### config.mk
export PLATFORM = sky130hd
export DESIGN_NAME = mc_control
export DESIGN_NICKNAME = d
export VERILOG_FILES = /design/src/rtl/mc_pkg.sv /design/src/rtl/mc_control_alu_decoder.sv /design/src/rtl/mc_control.sv
export SDC_FILE = /design/constraint.sdc
export NUM_CORES = 1
export LEC_CHECK = 0
export BUFFER_PORTS_ARGS = -buffer_cell sky130_fd_sc_hd__buf_2
export CAP_MARGIN = 15
export CORE_ASPECT_RATIO = 0.9
export CORE_UTILIZATION = 41
export DETAILED_ROUTE_END_ITERATION = 10
export PLACE_DENSITY = 0.7
export SYNTH_ARGS = -nofsm -noshare
export SYNTH_HDL_FRONTEND = slang
export SYNTH_HIERARCHICAL = 1
export SYNTH_SLANG_ARGS = --single-unit
### constraint.sdc
create_clock -name clk -period 3.3 [get_ports clk]
set_input_delay 0.165 -clock clk [delete_from_list [all_inputs] [get_ports clk]]
set_output_delay 0.165 -clock clk [all_outputs]
set_load 0.05 [all_outputs]
### src/rtl/mc_pkg.sv
// mc_pkg: shared states, opcode/funct constants, ALU codes and select encodings for the multicycle controller
package mc_pkg;
  typedef enum logic [3:0] {
    FETCH, DECODE, MEMADR, MEMRD, MEMWB, MEMWR,
    RTYPE_EX, RTYPE_WB, BEQ_EX, ADDI_EX, ADDI_WB, JUMP
  } state_t;
  localparam logic [5:0] OP_R    = 6'b000000;
  localparam logic [5:0] OP_LW   = 6'b100011;
  localparam logic [5:0] OP_SW   = 6'b101011;
  localparam logic [5:0] OP_BEQ  = 6'b000100;
  localparam logic [5:0] OP_ADDI = 6'b001000;
  localparam logic [5:0] OP_J    = 6'b000010;
  localparam logic [5:0] FN_ADD  = 6'b100000;
  localparam logic [5:0] FN_SUB  = 6'b100010;
  localparam logic [5:0] FN_AND  = 6'b100100;
  localparam logic [5:0] FN_OR   = 6'b100101;
  localparam logic [5:0] FN_SLT  = 6'b101010;
  localparam logic [5:0] FN_SLL  = 6'b000000;
  localparam logic [3:0] ALU_ADD = 4'b0010;
  localparam logic [3:0] ALU_SUB = 4'b0110;
  localparam logic [3:0] ALU_AND = 4'b0000;
  localparam logic [3:0] ALU_OR  = 4'b0001;
  localparam logic [3:0] ALU_SLT = 4'b0111;
  localparam logic [3:0] ALU_SLL = 4'b1111;
  localparam logic [1:0] SRCB_REG  = 2'b00;
  localparam logic [1:0] SRCB_FOUR = 2'b01;
  localparam logic [1:0] SRCB_IMM  = 2'b10;
  localparam logic [1:0] SRCB_BR   = 2'b11;
  localparam logic [1:0] PC_ALU = 2'b00;
  localparam logic [1:0] PC_BR  = 2'b01;
  localparam logic [1:0] PC_JMP = 2'b10;
  localparam logic [1:0] ALUOP_ADD = 2'b00;
  localparam logic [1:0] ALUOP_SUB = 2'b01;
  localparam logic [1:0] ALUOP_FN  = 2'b10;
  // Opcode dispatch out of DECODE; unknown opcodes fall back to FETCH
  function automatic state_t dispatch(input logic [5:0] op);
    case (op)
      OP_LW, OP_SW: return MEMADR;
      OP_R:         return RTYPE_EX;
      OP_BEQ:       return BEQ_EX;
      OP_ADDI:      return ADDI_EX;
      OP_J:         return JUMP;
      default:      return FETCH;
    endcase
  endfunction
endpackage

### src/rtl/mc_control_alu_decoder.sv
// alu_decoder: maps alu_op and funct to the ALU operation code, shift-amount select and illegal-funct flag
module alu_decoder
  import mc_pkg::*;
(
  input  logic [1:0] alu_op,
  input  logic [5:0] funct,
  output logic [3:0] alu_con,
  output logic       shamt_sel,
  output logic       funct_illegal
);
  // funct only matters for R-type; unlisted functs fall back to ADD and flag illegal
  always_comb begin
    alu_con = alu_op == ALUOP_SUB ? ALU_SUB : ALU_ADD;
    shamt_sel = 1'b0;
    funct_illegal = 1'b0;
    if (alu_op == ALUOP_FN)
      case (funct)
        FN_ADD:  alu_con = ALU_ADD;
        FN_SUB:  alu_con = ALU_SUB;
        FN_AND:  alu_con = ALU_AND;
        FN_OR:   alu_con = ALU_OR;
        FN_SLT:  alu_con = ALU_SLT;
        FN_SLL:  begin alu_con = ALU_SLL; shamt_sel = 1'b1; end
        default: funct_illegal = 1'b1;
      endcase
  end
endmodule

### src/rtl/mc_control.sv
// mc_control: multicycle MIPS-subset controller, Moore FSM driving datapath enables and selects
module mc_control
  import mc_pkg::*;
(
  input  logic       clk,
  input  logic       reset,
  input  logic [5:0] opcode,
  input  logic [5:0] funct,
  input  logic       zero,
  input  logic       mem_ready,
  output logic       pc_en,
  output logic       iord,
  output logic       mem_read,
  output logic       mem_write,
  output logic       ir_write,
  output logic       reg_dst,
  output logic       mem_to_reg,
  output logic       reg_write,
  output logic       alu_src_a,
  output logic       shamt_sel,
  output logic [1:0] alu_src_b,
  output logic [1:0] pc_src,
  output logic [3:0] alu_con,
  output logic       instr_done,
  output logic       illegal
);
  state_t state_q, state_d, st;
  logic [1:0] alu_op;
  logic funct_illegal;
  // While reset is high the outputs look like a stalled FETCH, whatever the register holds
  assign st = reset ? FETCH : state_q;
  assign alu_op = st == RTYPE_EX ? ALUOP_FN : st == BEQ_EX ? ALUOP_SUB : ALUOP_ADD;
  alu_decoder u_alu_decoder (
    .alu_op(alu_op),
    .funct(funct),
    .alu_con(alu_con),
    .shamt_sel(shamt_sel),
    .funct_illegal(funct_illegal)
  );
  // Next-state logic; reset overrides everything, abandoning any pending memory access
  always_comb begin
    state_d = state_q;
    case (state_q)
      FETCH:    state_d = mem_ready ? DECODE : FETCH;
      DECODE:   state_d = dispatch(opcode);
      MEMADR:   state_d = opcode == OP_LW ? MEMRD : MEMWR;
      MEMRD:    state_d = mem_ready ? MEMWB : MEMRD;
      MEMWR:    state_d = mem_ready ? FETCH : MEMWR;
      RTYPE_EX: state_d = funct_illegal ? FETCH : RTYPE_WB;
      ADDI_EX:  state_d = ADDI_WB;
      default:  state_d = FETCH;
    endcase
    if (reset) state_d = FETCH;
  end
  // State register
  always_ff @(posedge clk) state_q <= state_d;
  // Output decode from the state; memory handshakes and the branch flag qualify the strobes
  always_comb begin
    pc_en = 1'b0;
    iord = 1'b0;
    mem_read = 1'b0;
    mem_write = 1'b0;
    ir_write = 1'b0;
    reg_dst = 1'b0;
    mem_to_reg = 1'b0;
    reg_write = 1'b0;
    alu_src_a = 1'b0;
    alu_src_b = SRCB_REG;
    pc_src = PC_ALU;
    instr_done = 1'b0;
    illegal = 1'b0;
    case (st)
      FETCH:    begin mem_read = 1'b1; alu_src_b = SRCB_FOUR; ir_write = mem_ready & ~reset; pc_en = mem_ready & ~reset; end
      DECODE:   begin alu_src_b = SRCB_BR; illegal = dispatch(opcode) == FETCH; end
      MEMADR,
      ADDI_EX:  begin alu_src_a = 1'b1; alu_src_b = SRCB_IMM; end
      MEMRD:    begin iord = 1'b1; mem_read = 1'b1; end
      MEMWR:    begin iord = 1'b1; mem_write = 1'b1; instr_done = mem_ready; end
      MEMWB:    begin reg_write = 1'b1; mem_to_reg = 1'b1; instr_done = 1'b1; end
      ADDI_WB:  begin reg_write = 1'b1; instr_done = 1'b1; end
      RTYPE_EX: begin alu_src_a = 1'b1; illegal = funct_illegal; end
      RTYPE_WB: begin reg_write = 1'b1; reg_dst = 1'b1; instr_done = 1'b1; end
      BEQ_EX:   begin alu_src_a = 1'b1; pc_src = PC_BR; pc_en = zero; instr_done = 1'b1; end
      JUMP:     begin pc_src = PC_JMP; pc_en = 1'b1; instr_done = 1'b1; end
      default:  ;
    endcase
  end
endmodule

==> results of run 1 <==
Yosys cell counts (all sizes together) (2+ instances only):
cell type	instances	area, µm²
inv	2	7.51
nand2	6	22.5
nand2b	6	37.5
a21oi	8	40.0
nor4	4	25.0
nand4	2	12.5
a31oi	3	18.8
dfxtp	4	80.1
and3	3	18.8
o21ai	8	40.0
nor2	16	62.6
nor3	12	71.3
nand3	2	10.0
nor2b	3	18.8
clkbuf	2	7.51
xor2	2	17.5
or2	3	18.8
buf	5	27.5
o211ai	2	15.0
logic make-up (layout without fill, tap and decap cells):
group	after synthesis	in the layout
buf+inv	9	40
compound gates	30	30
flops	4	4
simple gates	64	64
xor+xnor	3	3
worst paths after layout:
check             start          to  slack (ps)  cells past startpoint
max          state_q[1]     illegal         440                      6
min           opcode[5]  state_q[2]         310                      4
min reg2reg  state_q[3]  state_q[1]         750                      2
max reg2reg  state_q[1]  state_q[0]         780                      7
through the flow:
| step | hold slack (ps) | setup slack [ps] | instance area [µm²] |
|---|---|---|---|
| after CTS | 301 | 475 | 895 |
| final | 305 | 439 | 895 |
| after global routing | 343 | 233 | 895 |
| after floorplan | 377 | 474 | 704 |
| after detailed placement | 559 | 745 | 872 |
| after global placement | 550 | 929 | 872 |
power groups by stage:
stage          registers, mW  clock network (mW)  logic, mW
6_report              0.0541              0.0629     0.0646
5_1_grt               0.0548              0.0656     0.0702
4_1_cts               0.0540              0.0646     0.0641
3_5_place_dp          0.0548                   0     0.0638
3_3_place_gp          0.0547                   0     0.0629
2_1_floorplan         0.0517                   0     0.0434
critical path, cell delays in order, from the launching register on:
cell	delay (ps)
dfxtp_1	680
nand2b_1	320
nor3_1	360
nor2b_1	390
and3b_1	290
a22o_1	150
buf_2	250
layout make-up:
class	count	area, µm²	share of cell area [%]
Sequential cell	4	80.1	8.95
Inverter	2	7.51	0.839
Multi-Input combinational cell	97	582	65.0
Tap cell	22	27.5	3.08
Timing Repair Buffer	35	175	19.6
Clock buffer	3	22.5	2.52
layer usage:
metal  share of wire [%]  GRT usage [%]  vias up
met5                   0              0        -
met4                0.99           8.82        0
met3                 4.7           1.29        2
met2                  46           33.9       33
met1                  49           31.4      386
li1                    -              -      473
==> reports/qor.txt, run 1 <==
Status -> finished, final reports clean
Max frequency -> 350 MHz
Layout cells sized above 1 -> 32.6%
Placed Cells -> 160
Crit path launch type -> register
P_leak -> 0.372 nW
Setup crit end kind -> output port
Worst-path maximum fanout -> 18
Post-synth ARST share -> 0%
Final setup fails -> 0
#FFs+latches synth -> 4
Pint -> 0.113 mW
Final Hold Fails -> 0
Later-pin clock latency in the skew report -> 240 ps
Synth Area in XOR/XNOR -> 3.73%
First-pass GRT wire length -> 2910 µm
Seq/Total Area, Yosys -> 11.4%
Worst slew pin tran -> 578 ps
# rows -> 13
Final Cycle Share -> 86.7%
Syn Nets -> 126
HPWL Detailed -> 1520 µm
GRT Resource Usage Total -> 21.7%
Setup TNS Final -> 0 ps
Post-Synth Simple-Gate Area -> 50.1%
Synth Instances -> 110
Initial Utilization -> 46.1%
Ant. Diodes -> 0
Largest family of logic cells by synthesized area -> simple AND/OR/NAND/NOR gates
Total Power -> 0.182 mW
Post-synth EDFFs -> 0
Most frequent cells in the layout -> 35 x buf_2, 15 x nor2_1, 11 x nor3_1
Netlist cell types -> 40
Total grt overflow -> 0
DIE AREA -> 0.00189 mm²
Biggest register -> state_q
Synth Area in Adders -> 0%
Gates resized, CTS repair -> 0
Final core occ -> 58.5%
Switching part of the total -> 37.7%
Clock Pin Slew Worst Setup and Hold Paths -> 40 ps
Max Buffers Root-to-Sink -> 2
DRT Wirelength -> 2020 µm
Filler instances -> 168
Area growth, synth to finish -> 27.0%
DRC Markers -> 0
Max Cap Viol -> 0
Synth Warn # -> 6
Clock skew -> 9.09 ps
Sequential power share -> 29.8%
Worst hold path type -> in -> reg
Number of flip-flops in the largest register -> 4
Largest regs -> state_q: 4 flops
Clk network pwr share -> 34.6%
Most common cell after layout, fill and taps aside -> buf_2
RSZ-0062 raised after global routing -> false
Vias/cell -> 5.48
Mux contribution to synthesized area -> 0%
Vias -> 894
Initial antenna violation count -> 0
Post-route non-filler standard cell count -> 163
Worst EP required -> 3130 ps
Pin count of the biggest net entering global routing -> 19
Psw -> 0.0684 mW
GPL Wtd Cong -> 0.804
NumNets Final -> 159
Comb pwr share -> 35.6%
CTS tree -> done
Top_reg_cell synth -> dfxtp_1
Core area -> 0.00153 mm²
Chip Width -> 45.7 µm
CP arrival -> 2700 ps
Antenna Nets Post-Route -> 0
Max_slew headroom -> 61.4%
Post-route minimum period -> 2860 ps
H-tree Lvls -> 1
Pwr/cell area -> 203 mW/mm²
IO Pins -> 36
TritonRoute pass-1 iters -> 4
Critical path class -> reg -> out
DR WL/cell -> 12.4 µm
Synth Area in Compound Gates -> 28.8%
Root Buffer Master -> clkbuf_4
Vias in the first global route -> 625
Die height -> 41.3 µm
DRT iter0 DRCs -> 27
Total CTS buffers -> 3
Post-CTS Hold Buffers -> 0
CTS sink cnt -> 4
Buffers on Ports -> 35
Post-CTS Setup Inserts -> 0
Synthesized area per cell -> 6.40 µm²
Max Slew Vio Count -> 0
Mapped Area -> 704 µm²
Maximum vdd drop -> 198 µV
Note: power is estimated with default switching activity, not from simulation.
==> run 2, diff against run 1 <==
--- a/config.mk
+++ b/config.mk
@@ -8,9 +8,9 @@
 export BUFFER_PORTS_ARGS = -buffer_cell sky130_fd_sc_hd__buf_2
 export CAP_MARGIN = 15
 export CORE_ASPECT_RATIO = 0.9
-export CORE_UTILIZATION = 41
+export CORE_UTILIZATION = 45
 export DETAILED_ROUTE_END_ITERATION = 10
-export PLACE_DENSITY = 0.7
+export PLACE_DENSITY = 0.76
 export SYNTH_ARGS = -nofsm -noshare
 export SYNTH_HDL_FRONTEND = slang
 export SYNTH_HIERARCHICAL = 1
==> reports/qor.txt, run 2 (synthesized netlist as in run 1, its figures left out) <==
Post-CTS Setup Inserts -> 0
Root Buffer Master -> clkbuf_4
DRT Wirelength -> 1940 µm
CP arrival -> 2650 ps
GRT Resource Usage Total -> 23.7%
First-pass GRT wire length -> 2990 µm
Initial Utilization -> 48.7%
Antenna Nets Post-Route -> 0
Final setup margin -> 489 ps
IO Pins -> 36
Die height -> 39.5 µm
Worst path cell trace -> nand2b_1 -> nor3_1 -> nor2b_1 -> and3b_1 -> a22o_1 -> buf_2
Area growth, synth to finish -> 25.8%
NumNets Final -> 159
Largest regs -> state_q: 4 flops
Later-pin clock latency in the skew report -> 240 ps
Final Hold Fails -> 0
Setup TNS Final -> 0 ps
Clock Pin Slew Worst Setup and Hold Paths -> 40 ps
Most frequent cells in the layout -> 35 x buf_2, 15 x nor2_1, 11 x nor3_1
Worst Path Buf+Inv -> 1
Max_slew headroom -> 59.4%
DIE AREA -> 0.00173 mm²
Most common cell after layout, fill and taps aside -> buf_2
Switching part of the total -> 37.1%
Clock skew -> 9.58 ps
CP delay by family, top -> simple AND/OR/NAND/NOR gates
Post-Place Cell Area -> 863 µm²
DRT iter0 DRCs -> 34
Psw -> 0.0667 mW
Crit path launch type -> register
Core area -> 0.00145 mm²
Maximum vdd drop -> 194 µV
CP max stage delay -> 700 ps
CTS sink cnt -> 4
Status -> complete, but fails checks
Vias -> 906
# rows -> 13
Comb pwr share -> 35.9%
Max Slew Vio Count -> 0
DR WL/cell -> 12.4 µm
Worst-path maximum fanout -> 18
Clk network pwr share -> 34.1%
HPWL Detailed -> 1500 µm
Pwr/cell area -> 203 mW/mm²
Pin count of the biggest net entering global routing -> 19
Final setup fails -> 0
Total CTS buffers -> 3
Ant. Diodes -> 0
Post-Place Setup Slack -> 802 ps
Placed Cells -> 153
Crit-path slowest cell -> dfxtp_1
CTS tree -> done
Sequential power share -> 30.1%
Total Power -> 0.180 mW
Fin area -> 886 µm²
Biggest register -> state_q
Post-route non-filler standard cell count -> 156
Max frequency -> 356 MHz
Critical path class -> reg -> out
Buffers on Ports -> 35
Number of flip-flops in the largest register -> 4
Max Buffers Root-to-Sink -> 2
Violated checks -> design-rule violations
RSZ-0062 raised after global routing -> false
Max Cap Viol -> 0
DRC Markers -> 4
Total grt overflow -> 0
Chip Width -> 43.7 µm
Gates resized, CTS repair -> 0
Final Cycle Share -> 85.2%
H-tree Lvls -> 1
Post-route minimum period -> 2810 ps
Setup crit end kind -> output port
P_leak -> 0.372 nW
Vias/cell -> 5.81
Post-CTS Hold Buffers -> 0
TritonRoute pass-1 iters -> 8
Vias in the first global route -> 682
Pint -> 0.113 mW
Worst hold path type -> in -> reg
GPL Wtd Cong -> 0.843
Worst EP required -> 3130 ps
Worst slew pin tran -> 608 ps
Initial antenna violation count -> 0
Layout cells sized above 1 -> 32.6%
## run 2: power groups by stage
stage / clock network (mW) / registers, mW / logic, mW
2_1_floorplan: 0 / 0.0517 / 0.0434
3_3_place_gp: 0 / 0.0546 / 0.0625
3_5_place_dp: 0 / 0.0547 / 0.0639
4_1_cts: 0.0629 / 0.0540 / 0.0642
5_1_grt: 0.0649 / 0.0546 / 0.0699
6_report: 0.0613 / 0.0540 / 0.0645
## run 2: cell type report
cell class                 instances  area [µm²]
timing repair buffer              35         175
multi-input combinational         97         582
sequential                         4        80.1
tap                               15        18.8
fill                             145         562
inverter                           2        7.51
clock buffer                       3        22.5
## run 2: metal layers
metal | routed length, µm | vias up | global-route usage (%)
li1 | - | 472 | -
met1 | 949 | 391 | 32.6
met2 | 846 | 39 | 37.3
met3 | 111 | 4 | 1.38
met4 | 33 | 0 | 11.7
met5 | 0 | - | 0
## run 2: final timing paths
path | start | to | slack, ps | cells after the start
setup / recovery | state_q[1] | illegal | 490 | 6
hold / removal | opcode[5] | state_q[0] | 310 | 4
setup reg to reg | state_q[1] | state_q[0] | 820 | 7
hold reg to reg | state_q[0] | state_q[3] | 750 | 2
## run 2: metrics by stage
stage          hold WS (ps)  utilization (%)
2_1_floorplan           377                -
3_3_place_gp            539             59.6
3_5_place_dp            546             59.6
4_1_cts                 305             61.2
5_1_grt                 336             61.2
6_report                310             61.2
## run 2: worst register-to-register path, stage by stage (launching register included)
cell and delay [ps]:
dfxtp_1 700, nand2b_1 330, nor3_1 340, nor2b_1 360, and3b_1 280, o2bb2ai_1 80
o21ai_0 180, a21oi_1 80
==> run 3, diff against run 2 <==
--- a/config.mk
+++ b/config.mk
@@ -9,8 +9,10 @@
 export CAP_MARGIN = 15
 export CORE_ASPECT_RATIO = 0.9
 export CORE_UTILIZATION = 45
+export CTS_BUF_LIST = sky130_fd_sc_hd__clkbuf_8
 export DETAILED_ROUTE_END_ITERATION = 10
 export PLACE_DENSITY = 0.76
+export RECOVER_POWER = 25
 export SYNTH_ARGS = -nofsm -noshare
 export SYNTH_HDL_FRONTEND = slang
 export SYNTH_HIERARCHICAL = 1
==> constraint.sdc (replaced) <==
create_clock -name clk -period 3.3 [get_ports clk]
set_input_delay 0.495 -clock clk [delete_from_list [all_inputs] [get_ports clk]]
set_output_delay 0.495 -clock clk [all_outputs]
set_load 0.05 [all_outputs]
==> reports/qor.txt, run 3 (synthesized netlist as in run 1, its figures left out) <==
Switching part of the total -> 31.0%
Filler instances -> 146
Clk network pwr share -> 45.7%
CTS sink cnt -> 4
Die height -> 39.5 µm
Sequential power share -> 24.8%
Clock skew -> 3.51 ps
GPL Wtd Cong -> 0.834
Ant. Diodes -> 0
Status -> complete, but fails checks
Initial antenna violation count -> 0
Max frequency -> 349 MHz
Layout cells sized above 1 -> 28.9%
Comb pwr share -> 29.5%
IO Pins -> 36
NumNets Final -> 160
Highest metal used -> met3
Worst EP required -> 2800 ps
Number of flip-flops in the largest register -> 4
H-tree Lvls -> 1
Most common cell after layout, fill and taps aside -> buf_2
Final core occ -> 62.1%
Worst-path maximum fanout -> 16
WL met3 -> 135 µm
Crit path launch type -> register
Critical path depth -> 6
Pint -> 0.150 mW
Post-route minimum period -> 2870 ps
DR WL/cell -> 11.9 µm
Hold path cells -> 4
Post-CTS Setup Inserts -> 0
DIE AREA -> 0.00173 mm²
Total CTS buffers -> 3
Max Cap Viol -> 0
TritonRoute pass-1 iters -> 7
Antenna Nets Post-Route -> 0
CP delay by family, top -> simple AND/OR/NAND/NOR gates
Max_slew headroom -> 59.4%
Pin count of the biggest net entering global routing -> 18
Chip Width -> 43.7 µm
Worst path cell trace -> nand2b_1 -> nor3_1 -> nor2b_1 -> and3b_1 -> a22o_1 -> buf_2
Total grt overflow -> 0
Worst reg2reg path depth -> 7
Biggest register -> state_q
Worst hold path type -> in -> reg
Post-CTS Hold Buffers -> 0
Largest regs -> state_q: 4 flops
Final setup fails -> 0
HPWL Detailed -> 1430 µm
Setup crit end kind -> output port
CP arrival -> 2370 ps
Later-pin clock latency in the skew report -> 210 ps
Worst slew pin tran -> 612 ps
DRC Markers -> 4
# rows -> 13
DRT iter0 DRCs -> 50
Buffers on Ports -> 35
Psw -> 0.0673 mW
P_leak -> 0.366 nW
CTS tree -> done
DRT Wirelength -> 1860 µm
Crit-path slowest cell -> dfxtp_1
Pwr/cell area -> 241 mW/mm²
Total Power -> 0.217 mW
CP max stage delay -> 450 ps
Critical path class -> reg -> out
Violated checks -> design-rule violations
Gates resized, CTS repair -> 0
Worst Path Buf+Inv -> 1
Clock Pin Slew Worst Setup and Hold Paths -> 30 ps
Root Buffer Master -> clkbuf_8
Area growth, synth to finish -> 27.7%
Core area -> 0.00145 mm²
Max Buffers Root-to-Sink -> 2
WL met2 -> 811 µm
Setup TNS Final -> 0 ps
Vias in the first global route -> 676
Maximum vdd drop -> 290 µV
Final Cycle Share -> 86.9%
Final Hold Fails -> 0
Max Slew Vio Count -> 0
Wl on met1 -> 913 µm
Initial Utilization -> 48.7%
Vias/cell -> 5.94
Vias -> 932
GRT Resource Usage Total -> 22.7%
First-pass GRT wire length -> 2930 µm
Most frequent cells in the layout -> 30 x buf_2, 15 x nor2_1, 11 x nor3_1
RSZ-0062 raised after global routing -> false
==> run 3: tightest hold or removal path, cell delays in order <==
cell	delay [ps]
buf_2	100
nor3_1	60
nand4_1	90
a21oi_1	60
==> run 3: cell type report <==
class                      count  area [µm²]  share of cell area (%)
inverter                       2        7.51                   0.834
tap                           15        18.8                    2.09
sequential                     4        80.1                    8.90
clock buffer                   3        41.3                    4.59
timing repair buffer          36         176                    19.6
multi-input combinational     97         576                    64.0
==> run 3: path summary, 6_finish.rpt <==
path,from,to,slack (ps)
min,opcode[5],state_q[0],650
max,state_q[0],illegal,430
max reg2reg,state_q[0],state_q[0],1050
min reg2reg,state_q[1],state_q[3],690
==> run 3: metal layers <==
metal / vias to the layer above / track usage (%)
li1: 483 / -
met1: 408 / 34.1
met2: 41 / 31.7
met3: 0 / 4.15
met4: 0 / 6.25
met5: - / 0
==> run 3: power groups by stage <==
stage / Combinational [mW] / Clock, mW / Sequential, mW
after floorplan: 0.0434 / 0 / 0.0517
after global placement: 0.0630 / 0 / 0.0543
after detailed placement: 0.0639 / 0 / 0.0544
after CTS: 0.0642 / 0.102 / 0.0538
after global routing: 0.0706 / 0.105 / 0.0543
final: 0.0640 / 0.0993 / 0.0539
==> run 3: per-stage QoR <==
stage          cell area, µm²  worst slack [ps]  hold WS, ps  cells
2_1_floorplan             704               144          534    110
3_3_place_gp              871               749          663    154
3_5_place_dp              871               667          659    154
4_1_cts                   912               454          647    157
5_1_grt                   900               202          695    157
6_report                  900               434          650    157
